**config.mk**
```make
export PLATFORM = sky130hd
export DESIGN_NAME = hilo_muldiv_ctrl
export DESIGN_NICKNAME = d
export VERILOG_FILES = /design/src/rtl/hilo_pkg.sv /design/src/rtl/muldiv_iter.sv /design/src/rtl/hilo_muldiv_ctrl.sv
export SDC_FILE = /design/constraint.sdc
export NUM_CORES = 1
export LEC_CHECK = 0
export CAP_MARGIN = 40
export CORE_ASPECT_RATIO = 1.5
export CORE_MARGIN = 2
export CORE_UTILIZATION = 26
export CTS_CLUSTER_SIZE = 14
export DETAILED_ROUTE_END_ITERATION = 7
export SYNTH_ARGS = -nofsm -noshare
export SYNTH_HDL_FRONTEND = slang
export SYNTH_SLANG_ARGS = --single-unit
```
**constraint.sdc**
```tcl
create_clock -name clk -period 20 [get_ports clk]
set_clock_uncertainty 0.1 [all_clocks]
set_input_delay 2 -clock clk [delete_from_list [all_inputs] [get_ports clk]]
set_output_delay 2 -clock clk [all_outputs]
set_load 0.05 [all_outputs]
```
**src/rtl/hilo_pkg.sv**
```systemverilog
// Shared definitions for the HI/LO multiply/divide sequencer.
package hilo_pkg;

    localparam logic [1:0] OP_MULT  = 2'b00;
    localparam logic [1:0] OP_MULTU = 2'b01;
    localparam logic [1:0] OP_DIV   = 2'b10;
    localparam logic [1:0] OP_DIVU  = 2'b11;

    localparam int ITER  = 32;
    localparam int CNT_W = $clog2(ITER);

    typedef enum logic [1:0] {
        IDLE = 2'd0,
        RUN  = 2'd1,
        FIX  = 2'd2
    } state_t;

    // Magnitude of a 32-bit operand; only signed ops fold negative values.
    function automatic logic [31:0] mag32(input logic [31:0] x, input logic sgn);
        return (sgn && x[31]) ? (~x + 32'd1) : x;
    endfunction

endpackage

```
**src/rtl/muldiv_iter.sv**
```systemverilog
// One iteration of the shared datapath: shift-add multiply or restoring divide
// on the {acc,aux} pair. Purely combinational.
module muldiv_iter #(
    parameter int XLEN = 32
) (
    input  logic            is_div,
    input  logic [XLEN:0]   acc,
    input  logic [XLEN-1:0] aux,
    input  logic [XLEN-1:0] operand,
    output logic [XLEN:0]   acc_nxt,
    output logic [XLEN-1:0] aux_nxt
);

    logic [XLEN:0]   sum;
    logic [XLEN:0]   shl;
    logic [XLEN+1:0] trial;

    // Multiply keeps the add carry in acc[XLEN]; divide uses the extra bit as headroom
    // for the shifted remainder before the trial subtract.
    always_comb begin
        sum   = acc + (aux[0] ? {1'b0, operand} : '0);
        shl   = {acc[XLEN-1:0], aux[XLEN-1]};
        trial = {1'b0, shl} - {2'b00, operand};
        if (is_div) begin
            if (!trial[XLEN+1]) begin
                acc_nxt = trial[XLEN:0];
                aux_nxt = {aux[XLEN-2:0], 1'b1};
            end else begin
                acc_nxt = shl;
                aux_nxt = {aux[XLEN-2:0], 1'b0};
            end
        end else begin
            acc_nxt = {1'b0, sum[XLEN:1]};
            aux_nxt = {sum[0], aux[XLEN-1:1]};
        end
    end

endmodule

```
**src/rtl/hilo_muldiv_ctrl.sv**
```systemverilog
// Iterative MULT/MULTU/DIV/DIVU sequencer that owns HI/LO and stalls the front end.
module hilo_muldiv_ctrl
    import hilo_pkg::*;
#(
    parameter int XLEN = 32
) (
    input  logic            clk,
    input  logic            rst,
    input  logic            start,
    input  logic [1:0]      op,
    input  logic [XLEN-1:0] src_a,
    input  logic [XLEN-1:0] src_b,
    input  logic            rd_hi,
    input  logic            rd_lo,
    input  logic            wr_hi,
    input  logic            wr_lo,
    input  logic [XLEN-1:0] wdata,
    output logic [XLEN-1:0] hi,
    output logic [XLEN-1:0] lo,
    output logic            busy,
    output logic            stall,
    output logic            div_zero
);

    state_t             state;
    logic [CNT_W-1:0]   count;
    logic               is_div;
    logic               neg_q;     // quotient / product sign
    logic               neg_r;     // remainder takes the dividend sign
    logic               b_zero;
    logic [XLEN:0]      acc;
    logic [XLEN-1:0]    aux;
    logic [XLEN-1:0]    operand;
    logic [XLEN-1:0]    orig_a;    // divide-by-zero returns the dividend untouched

    logic               sgn_op;
    logic [XLEN-1:0]    mag_a;
    logic [XLEN-1:0]    mag_b;
    logic [XLEN:0]      acc_nxt;
    logic [XLEN-1:0]    aux_nxt;
    logic [2*XLEN-1:0]  prod;
    logic [2*XLEN-1:0]  prod_fix;
    logic [XLEN-1:0]    quo_fix;
    logic [XLEN-1:0]    rem_fix;

    assign sgn_op = ~op[0];
    assign mag_a  = mag32(src_a, sgn_op);
    assign mag_b  = mag32(src_b, sgn_op);

    assign stall = busy & (start | rd_hi | rd_lo | wr_hi | wr_lo);

    assign prod     = {acc[XLEN-1:0], aux};
    assign prod_fix = neg_q ? -prod : prod;
    assign quo_fix  = neg_q ? -aux : aux;
    assign rem_fix  = neg_r ? -acc[XLEN-1:0] : acc[XLEN-1:0];

    muldiv_iter #(.XLEN(XLEN)) u_iter (
        .is_div  (is_div),
        .acc     (acc),
        .aux     (aux),
        .operand (operand),
        .acc_nxt (acc_nxt),
        .aux_nxt (aux_nxt)
    );

    // Sequencer: latch at start, iterate ITER cycles, sign-fix into HI/LO, back to idle.
    always_ff @(posedge clk or posedge rst) begin
        if (rst) begin
            state    <= IDLE;
            count    <= '0;
            is_div   <= 1'b0;
            neg_q    <= 1'b0;
            neg_r    <= 1'b0;
            b_zero   <= 1'b0;
            acc      <= '0;
            aux      <= '0;
            operand  <= '0;
            orig_a   <= '0;
            hi       <= '0;
            lo       <= '0;
            busy     <= 1'b0;
            div_zero <= 1'b0;
        end else begin
            div_zero <= 1'b0;
            case (state)
                IDLE: begin
                    if (start) begin
                        // A start in the same cycle as MTHI/MTLO drops the write.
                        state   <= RUN;
                        busy    <= 1'b1;
                        count   <= '0;
                        is_div  <= op[1];
                        neg_q   <= sgn_op & (src_a[XLEN-1] ^ src_b[XLEN-1]);
                        neg_r   <= sgn_op & src_a[XLEN-1];
                        b_zero  <= (src_b == '0);
                        orig_a  <= src_a;
                        acc     <= '0;
                        aux     <= op[1] ? mag_a : mag_b;
                        operand <= op[1] ? mag_b : mag_a;
                    end else begin
                        if (wr_hi) hi <= wdata;
                        if (wr_lo) lo <= wdata;
                    end
                end
                RUN: begin
                    acc   <= acc_nxt;
                    aux   <= aux_nxt;
                    count <= count + 1'b1;
                    if (count == CNT_W'(ITER - 1)) state <= FIX;
                end
                FIX: begin
                    state <= IDLE;
                    busy  <= 1'b0;
                    if (is_div) begin
                        if (b_zero) begin
                            hi       <= orig_a;
                            lo       <= '1;
                            div_zero <= 1'b1;
                        end else begin
                            hi <= rem_fix;
                            lo <= quo_fix;
                        end
                    end else begin
                        {hi, lo} <= prod_fix;
                    end
                end
                default: begin
                    state <= IDLE;
                    busy  <= 1'b0;
                end
            endcase
        end
    end

endmodule

```
======== Yosys cells after proc, flatten, opt, wreduce, memory -nomap -nowiden ========
Cells that the tools add are included.
storage, ports and cells
  bits in registers ....................... 206
  input port bits ......................... 105
cells by class
  add/sub/neg operators ................... 8
  eq/ne operators ......................... 8
  muxes and demuxes ....................... 36
  bitwise operators ....................... 12
  reductions and logical operators ........ 12
operators with widths
  kind                   count
  $mux 32                17
  $pmux 32 s2            3
  $mux 33                3
  $pmux 33 s2            1
  $add 32x1->32 const B  2
  $mux 64                1
  $neg 32->32            2
  $neg 64->64            1
  $not 32->32            2
  $sub 33x32->34         1
  $add 33x33->33         1
  $logic_not 32->1       1
  $ne 2x2->1 const B     5
  $pmux 5 s2             1
  $reduce_and 2->1       4
  $reduce_and 3->1       2
  $add 5x1->5 const B    1
  $eq 5x5->1 const B     1
  $mux 1                 5
  $mux 5                 1
  $mux 2                 2
  $or 1x1->1             4
  $pmux 2 s2             1
  $reduce_bool 2->1      2
  other kinds (8)        12

======== Depth between registers and ports, before layout ========
Gate-level depths: netlist of the first run.
  depth in word-level cells ............... 6
  gate-level depth with buffers ........... 14
  mapped depth without buffers ............ 13

======== Modules after synthesis ========
Synthesis of the first run repeated with hierarchy kept, for this count alone.
second synthesis, totals
  cell total of the unflattened synthesis .. 2270
  area, all modules ....................... 17769.5 um2
modules (own cells, without submodules)
  module            instances  cells each  area each (um2)  sequential area each (um2)
  hilo_muldiv_ctrl  1          1590        13153.9          5154.9
  muldiv_iter       1          680         4615.7           0.0

======== Least setup slack after synthesis of the first run ========
OpenSTA, ideal clock, no wires.
  path type ............................... input to output
  start point ............................. in wr_hi
  end point ............................... out stall
  data arrival time ....................... 2.817 ns
  data required time ...................... 17.900 ns
  path slack .............................. 15.083 ns
  stages .................................. 2
  path buffers ............................ 0
  path through ............................ nor3_1 a21oi_1
between the ends
  longest elaborated chain between the ends .. 3
RTL lines
  what                      RTL line                text
  start: declaration        hilo_muldiv_ctrl.sv:15  input logic wr_hi,
  $or 1x1->1 (2 in series)  hilo_muldiv_ctrl.sv:50  assign stall = busy & (start | rd_hi | rd_lo | wr_hi | wr_lo);
  $and 1x1->1               hilo_muldiv_ctrl.sv:50
  end: declaration          hilo_muldiv_ctrl.sv:21  output logic stall,
Every way passes these cells.

======== Worst setup path in the final report of the first run ========
Ends and elaborated chain as after synthesis.

==> results of run 1 <==
[sequential cells by signal (all words and copies together) (netlist names), 2 cells and up]
name and flops:
state 2, acc 33, orig_a 32, operand 32, count 5, hi 32, lo 32, aux 32
[final cells by class]
cell class | instances | share of cell area, %
antenna | 1 | 0.01219
inverter | 76 | 1.426
timing repair buffer | 207 | 9.968
sequential | 206 | 25.11
multi-input combinational | 1798 | 54.37
clock inverter | 15 | 0.7981
clock buffer | 27 | 2.973
tap | 877 | 5.343
[placed cells by master (no fill, tap or decap), types with 43 or more instances in the layout]
cell type                         instances
sky130_fd_sc_hd__xnor2_1                107
sky130_fd_sc_hd__dfrtp_1                204
sky130_fd_sc_hd__mux2i_1                 54
sky130_fd_sc_hd__a21oi_1                182
sky130_fd_sc_hd__nand2_1                303
sky130_fd_sc_hd__a211oi_1                47
sky130_fd_sc_hd__inv_1                   75
sky130_fd_sc_hd__o21ai_0                226
sky130_fd_sc_hd__xor2_1                  65
sky130_fd_sc_hd__clkdlybuf4s50_1        170
sky130_fd_sc_hd__nor2_1                 175
sky130_fd_sc_hd__nor3_1                  43
sky130_fd_sc_hd__ha_1                    70
[power by group]
part | internal (mW) | leakage, nW | switching (mW)
Combinational | 0.973 | 5.46 | 1.54
Clock | 0.249 | 0.380 | 0.204
Sequential | 0.621 | 2.49 | 0.332
Total | 1.84 | 8.33 | 2.07
[per-stage QoR]
stage / instance area [µm²] / power (mW) / util [%]
final: 20540 / 3.916 / 31.37
after CTS: 20530 / 3.887 / 31.36
after global routing: 20530 / 4.184 / 31.36
after floorplan: 17210 / 2.622 / -
after global placement: 19610 / 3.392 / 29.95
after detailed placement: 19750 / 3.425 / 30.17
[worst max-delay path: cells and delay by family]
kind                   cells  cell delay, ns
buffers and inverters      2            1.29
and+or+nand+nor            1            0.06
AOI/OAI and AO/OA          1            0.13
[layer usage]
metal	wire [µm]	part of all wire, %	GRT usage [%]	up-vias
met2	34210	46	34.25	802
met4	7224	9.8	17.73	8
li1	-	-	-	8263
met5	54	0.073	0	-
met1	27680	38	24.30	8327
met3	4510	6.1	2.785	231
[cell families (layout without fill, tap and decap cells)]
group / count (synthesis) / in the layout / share of synthesized area [%]
xor gates and xnor gates: 172 / 172 / 8.756
other: 0 / 1 / 0
buffers and inverters: 242 / 325 / 5.352
adders and majority gates: 72 / 72 / 5.323
and+or+nand+nor: 747 / 747 / 20.27
AOI/OAI and AO/OA: 752 / 752 / 27.13
DFF: 206 / 206 / 29.96
muxes: 55 / 55 / 3.207
[worst max path at each step]
| stage | from | end | slack (ns) | cells past startpoint |
|---|---|---|---|---|
| after floorplan | rst | acc[0]$_DFFE_PP0P_ | 12.28 | 1 |
| after detailed placement | wr_hi | stall | 14.41 | 4 |
| after global routing | wr_lo | stall | 14.34 | 4 |
| final | wr_hi | stall | 14.41 | 4 |
| after CTS | wr_hi | stall | 14.41 | 4 |
| after global placement | wr_hi | stall | 14.40 | 4 |
==> results.txt, run 1 <==
----------------------------------------------------
[Outcome]
  Outcome ... finished clean

[Routing]
  Number of nets with antenna violations after detailed routing ... 0
  Via total after detailed routing ... 17630
  DR iter-0 viols ... 1781
  Via-per-instance ratio ... 5.498
  Wire length reported by the detailed router ... 73.67 mm
  DRC viols ... 0
  Average wire length per cell after detail routing ... 22.97 µm
  DRT Pass-1 Iters ... 5

[Global routing]
  First-pass GRT wire length ... 109.2 mm
  Global-route congestion overflow total ... 0
  GR Util All Layers ... 20.95%
  Maximum number of pins on one net before global-route repair ... 104
  Vias in the first global route ... 16770
  Initial antenna violation count ... 5

[CTS]
  Cts repair resizes ... 0
  H-tree depth reported by CTS ... 1
  Buffers inserted by post-CTS timing repair ... 0
  Total CTS buffers ... 23
  Number of buffers on the longest clock path ... 3
  CTS clk-pin slew, worst paths ... 0.07 ns
  Clock net sink count ... 206
  TritonCTS clock tree ... done
  Clk_lat worst skew ... 0.57 ns
  Post-cts hold buffer count ... 0
  Clock tree root driver cell ... sky130_fd_sc_hd__clkbuf_16

[Finish]
  Share of layout cells above drive strength 1 ... 4.809%
  Final nets ... 2489
  Multi-input gate area in the final layout ... 0.01116 mm²
  Post-Layout Cell Count ... 3207
  Synth-to-layout area growth ... 19.36%
  Filler cell count ... 7040
  Seq. cell area ... 0.005157 mm²

[Critical path]
  Reg-to-reg setup timing slack ... 15.67 ns
  Crit-path cells ... clkdlybuf4s50_1, nor3_1, a21oi_1, clkdlybuf4s50_1
  CP arrival ... 3.49 ns
  Data required, critical path ... 17.90 ns
  Worst R2R Path Depth ... 12
  Highest fanout seen on the critical path ... 2
  R2R Path End ... acc[14]$_DFFE_PP0P_
  Critical path launch point type ... primary input
  Worst Path Class, Setup ... primary input to output port
  Beginning of the worst register-to-register path ... acc[14]$_DFFE_PP0P_
  Cell type with the highest occurrence count on the critical path ... sky130_fd_sc_hd__clkdlybuf4s50_1
  Slowest CP cell ... sky130_fd_sc_hd__clkdlybuf4s50_1
  Critical path's largest stage delay ... 0.81 ns
  Endpoint kind of the worst setup timing path ... output port

[Yosys]
  Number of distinct library cells after synthesis ... 79
  Synthesized Nets ... 2423
  Top-count cell post-synth ... sky130_fd_sc_hd__nand2_1
  Synthesis Warnings ... 0
  Cell taking the most area after synthesis ... sky130_fd_sc_hd__dfrtp_1
  Share of the synthesized area in the top cell type ... 29.96%
  Post-synthesis sequential area ratio ... 29.96%
  Number of flops mapped to enable cells by yosys ... 0
  Ys async rst share ... 100.0%
  #FFs+latches synth ... 206
  Post-synthesis average cell area ... 7.660 µm²
  Synth top cells by count ... sky130_fd_sc_hd__nand2_1, sky130_fd_sc_hd__o21ai_0, sky130_fd_sc_hd__dfrtp_1
  Number of instances in the synthesized netlist ... 2246
  Flip-flop cell with the highest count after synthesis ... sky130_fd_sc_hd__dfrtp_1
  Post-Syn Area ... 0.01721 mm²
  Ranking of synthesized cells by area ... sky130_fd_sc_hd__dfrtp_1, sky130_fd_sc_hd__nand2_1, sky130_fd_sc_hd__o21ai_0, sky130_fd_sc_hd__xnor2_1, sky130_fd_sc_hd__a21oi_1

[Floorplanning]
  IO Pins ... 172
  Standard-cell rows ... 115
  Initial standard-cell utilization of the core ... 26.28%
  Area of the core region ... 0.06547 mm²
  Die Span X ... 214.0 µm
  Die extent in y ... 319.1 µm
  Die area ... 0.06829 mm²

[STA]
  RSZ-0062 raised after global routing ... no
  Tightest slew margin relative to the limit ... 42.76%
  Slew at the pin closest to its max-slew limit ... 0.8586 ns
  Hold WS ... 0.3758 ns
  Number of failing setup endpoints in the final timing report ... 0
  Post-route worst setup slack ... 14.41 ns
  Slew Limit Fails ... 0
  Share of the cycle needed by the critical path after routing ... 27.93%
  Total negative slack ... 0 ns
  Total count of hold-check failures in the final report ... 0
  Fmax ... 179.0 MHz
  Min cycle time layout ... 5.586 ns

[Place]
  Last weighted congestion value of the routability-driven placer ... 0.9651
  Worst-case setup slack after placement ... 14.41 ns
  DP Wirelength ... 56.28 mm
  Number of placed cells counting well taps ... 3163
  Port Buffer Count ... 171

[Job]
  Max-cap violation count ... 0

[Pwr]
  Power density over cell area ... 190.7 mW/mm²
  Max VDD drop ... 0.00007549 V
  Leakage power figure ... 8.330 nW

[Hold path]
  Min-Delay Endpoint ... lo[3]$_DFFE_PP0P_
  Class of the worst hold path ... register to register
  Hold path startpoint ... lo[3]$_DFFE_PP0P_
  Hold Path Stages ... 2

----------------------------------------------------
Power figures use the tool's default switching activity.
==> inputs of run 2 (changes only) <==
Clock period 20 ns to 4.5 ns, I/O delays scaled along.
==> run 2 against run 1 <==
  * Non-clock buffer count is 11 higher
  * Power rose to 4.5 times the previous value
  * Worst hold slack lost 0.028 ns
  * Sequential share of layout area decreased by 0.11 points
  * Die area did not move
  * Global-route usage about the same
  * Combinational power increased to 4.5 times the previous value
  * Critical path depth up 9
  * Wire length increased by 0.41%
  * Clock power increased to 4.5 times the previous value
  * Flip-flop and latch count stayed put
  * Core utilization is 0.14 points higher
  * Critical path type is now register to register
  * Largest cell class unchanged
  * Largest power group unchanged
  * Highest routed layer unchanged
==> results.txt, run 2 (synthesis gave the netlist of run 1 again) <==
----------------------------------------------------
[Outcome]
  Outcome ... finished clean (unchanged)

[STA]
  Total count of hold-check failures in the final report ... 0 (unchanged)
  Fmax ... 267.2 MHz
  Min cycle time layout ... 3.743 ns
  Tightest slew margin relative to the limit ... 35.42% (was 42.76%)
  Slew Limit Fails ... 0 (unchanged)
  Number of failing setup endpoints in the final timing report ... 0 (unchanged)
  Total negative slack ... 0 ns (unchanged)
  Share of the cycle needed by the critical path after routing ... 83.17%
  RSZ-0062 raised after global routing ... no (unchanged)
  Slew at the pin closest to its max-slew limit ... 0.9688 ns (was 0.8586 ns)
  Hold WS ... 0.3481 ns (was 0.3758 ns)

[Finish]
  Final nets ... 2500 (was 2489)
  Final non-filler cell area ... 0.02063 mm² (was 0.02054 mm²)
  Share of layout cells above drive strength 1 ... 5.002% (was 4.809%)
  Leading cell type in the layout, fill and taps excluded ... sky130_fd_sc_hd__nand2_1 (unchanged)
  Synth-to-layout area growth ... 19.90% (was 19.36%)
  Most used cells in the layout excluding fill and tap cells ... sky130_fd_sc_hd__nand2_1, sky130_fd_sc_hd__o21ai_0, sky130_fd_sc_hd__dfrtp_1, sky130_fd_sc_hd__a21oi_1, sky130_fd_sc_hd__nor2_1 (unchanged)
  Max FFs per register ... 33 (unchanged)
  Top reg by flops ... acc (unchanged)

[Routing]
  Via-per-instance ratio ... 5.523 (was 5.498)
  Wire length reported by the detailed router ... 73.98 mm (was 73.67 mm)
  Wl on met1 ... 27.27 mm (was 27.68 mm)
  Amount of wire on met2 after detailed routing ... 34.00 mm (was 34.21 mm)
  Sum of met3 wire segment lengths after detailed routing ... 4.775 mm (was 4.510 mm)
  DRC viols ... 0 (unchanged)
  Average wire length per cell after detail routing ... 23.00 µm (was 22.97 µm)
  Number of nets with antenna violations after detailed routing ... 0 (unchanged)
  Uppermost layer routed ... met5 (unchanged)
  Via total after detailed routing ... 17770 (was 17630)
  DRT Pass-1 Iters ... 7 (was 5)
  DR iter-0 viols ... 1693 (was 1781)

[CTS]
  CTS clk-pin slew, worst paths ... 0.07 ns (about the same)
  Cts repair resizes ... 0 (unchanged)
  Clk_lat worst skew ... 0.56 ns (was 0.57 ns)
  Number of buffers on the longest clock path ... 3 (unchanged)
  Clock net sink count ... 206 (unchanged)
  TritonCTS clock tree ... done (unchanged)
  Clock tree root driver cell ... sky130_fd_sc_hd__clkbuf_16 (unchanged)
  Total CTS buffers ... 23 (unchanged)
  Post-cts hold buffer count ... 0 (unchanged)
  Buffers inserted by post-CTS timing repair ... 0 (unchanged)
  H-tree depth reported by CTS ... 1 (unchanged)

[Floorplanning]
  Area of the core region ... 0.06547 mm² (unchanged)
  Initial standard-cell utilization of the core ... 26.28% (unchanged)
  Die area ... 0.06829 mm² (unchanged)
  Die extent in y ... 319.1 µm (unchanged)
  IO Pins ... 172 (unchanged)
  Die Span X ... 214.0 µm (unchanged)
  Standard-cell rows ... 115 (unchanged)

[Global routing]
  First-pass GRT wire length ... 109.1 mm (was 109.2 mm)
  Maximum number of pins on one net before global-route repair ... 136 (was 104)
  Vias in the first global route ... 16900 (was 16770)
  Initial antenna violation count ... 9 (was 5)
  Global-route congestion overflow total ... 0 (unchanged)
  GR Util All Layers ... 20.94% (was 20.95%)

[Critical path]
  Crit-path cells ... inv_1, buf_4, nor2_1, ha_1, and3_1, a221oi_1, o22a_1, o21a_1, o21a_1, a221oi_1, xor2_1, a222oi_1, o31ai_1 (was clkdlybuf4s50_1, nor3_1, a21oi_1, clkdlybuf4s50_1)
  Worst R2R Path Depth ... 13 (was 12)
  Critical path launch point type ... register (was primary input)
  Worst Path Class, Setup ... register to register (was primary input to output port)
  Reg-to-reg setup timing slack ... 0.76 ns (was 15.67 ns)
  Critical path's largest stage delay ... 0.49 ns (was 0.81 ns)
  Endpoint kind of the worst setup timing path ... register (was output port)
  Data required, critical path ... 4.83 ns (was 17.90 ns)
  Slowest CP cell ... sky130_fd_sc_hd__dfrtp_1 (was sky130_fd_sc_hd__clkdlybuf4s50_1)
  Highest fanout seen on the critical path ... 31 (was 2)
  CP arrival ... 4.08 ns (was 3.49 ns)

[Place]
  Last weighted congestion value of the routability-driven placer ... 0.9647 (was 0.9651)
  DP Wirelength ... 57.09 mm (was 56.28 mm)
  Port Buffer Count ... 171 (unchanged)
  Placed instance area ... 0.01985 mm² (was 0.01975 mm²)

[Pwr]
  Max VDD drop ... 0.0003163 V (was 0.00007549 V)
  Overall power after layout ... 17.56 mW (was 3.916 mW)
  Power density over cell area ... 851.0 mW/mm² (was 190.7 mW/mm²)
  Leakage power figure ... 8.384 nW (was 8.330 nW)

[Hold path]
  Class of the worst hold path ... primary input to asynchronous set/reset pin (was register to register)

[Job]
  Max-cap violation count ... 0 (unchanged)

----------------------------------------------------
==> run 2: changes by cell type in the layout (fill, tap and decap cells not counted) <==
cell | previous run | this run
sky130_fd_sc_hd__clkdlybuf4s18_2 | 1 | 0
sky130_fd_sc_hd__clkbuf_1 | 2 | 6
sky130_fd_sc_hd__clkinv_4 | 2 | 1
sky130_fd_sc_hd__clkinvlp_4 | 2 | 1
sky130_fd_sc_hd__nor2_2 | 1 | 0
sky130_fd_sc_hd__clkinv_2 | 5 | 3
sky130_fd_sc_hd__buf_4 | 27 | 41
sky130_fd_sc_hd__buf_12 | 3 | 5
sky130_fd_sc_hd__bufinv_16 | 2 | 3
sky130_fd_sc_hd__buf_8 | 2 | 0
sky130_fd_sc_hd__inv_6 | 3 | 1
sky130_fd_sc_hd__nor2_1 | 175 | 176
sky130_fd_sc_hd__buf_2 | 3 | 1
==> run 2: layout make-up <==
type                            instances  area [µm²]
Sequential cell                       206        5157
Clock inverter                         10       153.9
Timing Repair Buffer                  218        2142
Antenna cell                            1       2.502
Fill cell                            7007       44840
Clock buffer                           31       625.6
Multi-Input combinational cell       1798       11160
Inverter                               76       289.0
Tap cell                              877        1097
==> run 2: per-layer routing <==
layer  GRT usage (%)  up-vias
li1                -     8283
met1           23.54     8376
met4           19.08       18
met2           34.26      839
met3           3.100      251
met5               0        -
==> run 2: per-stage QoR <==
step	instances	setup slack, ns	utilization (%)
6_report	3217	0.7574	31.51
5_1_grt	3216	0.4460	31.51
4_1_cts	3216	0.7640	31.51
3_5_place_dp	3175	0.7948	30.32
3_3_place_gp	3170	0.8422	30.19
2_1_floorplan	2246	1.242	-
==> run 2: final timing paths <==
path	to	from
max in group asynchronous	aux[6]$_DFFE_PP0P_	rst
min	acc[23]$_DFFE_PP0P_	rst
max reg2reg	acc[26]$_DFFE_PP0P_	aux[0]$_DFFE_PP0P_
min in group clk	lo[15]$_DFFE_PP0P_	lo[15]$_DFFE_PP0P_
min reg2reg	lo[15]$_DFFE_PP0P_	lo[15]$_DFFE_PP0P_
max	acc[26]$_DFFE_PP0P_	aux[0]$_DFFE_PP0P_
==> run 2: report_power, final <==
group,switching [mW],internal (mW),total [mW]
registers,1.41,2.76,4.18
clock network,0.890,1.16,2.05
logic,6.94,4.39,11.3
==> run 2: worst max-delay path, delay by kind of cell, from the launching register on <==
kind	cells	cell delay, ns
AO/OA/AOI/OAI	7	1.64
adder cells (fa/ha/maj)	1	0.39
XOR/XNOR	1	0.19
flip-flops	1	0.49
buffers and inverters	2	0.49
AND/OR/NAND/NOR	2	0.29
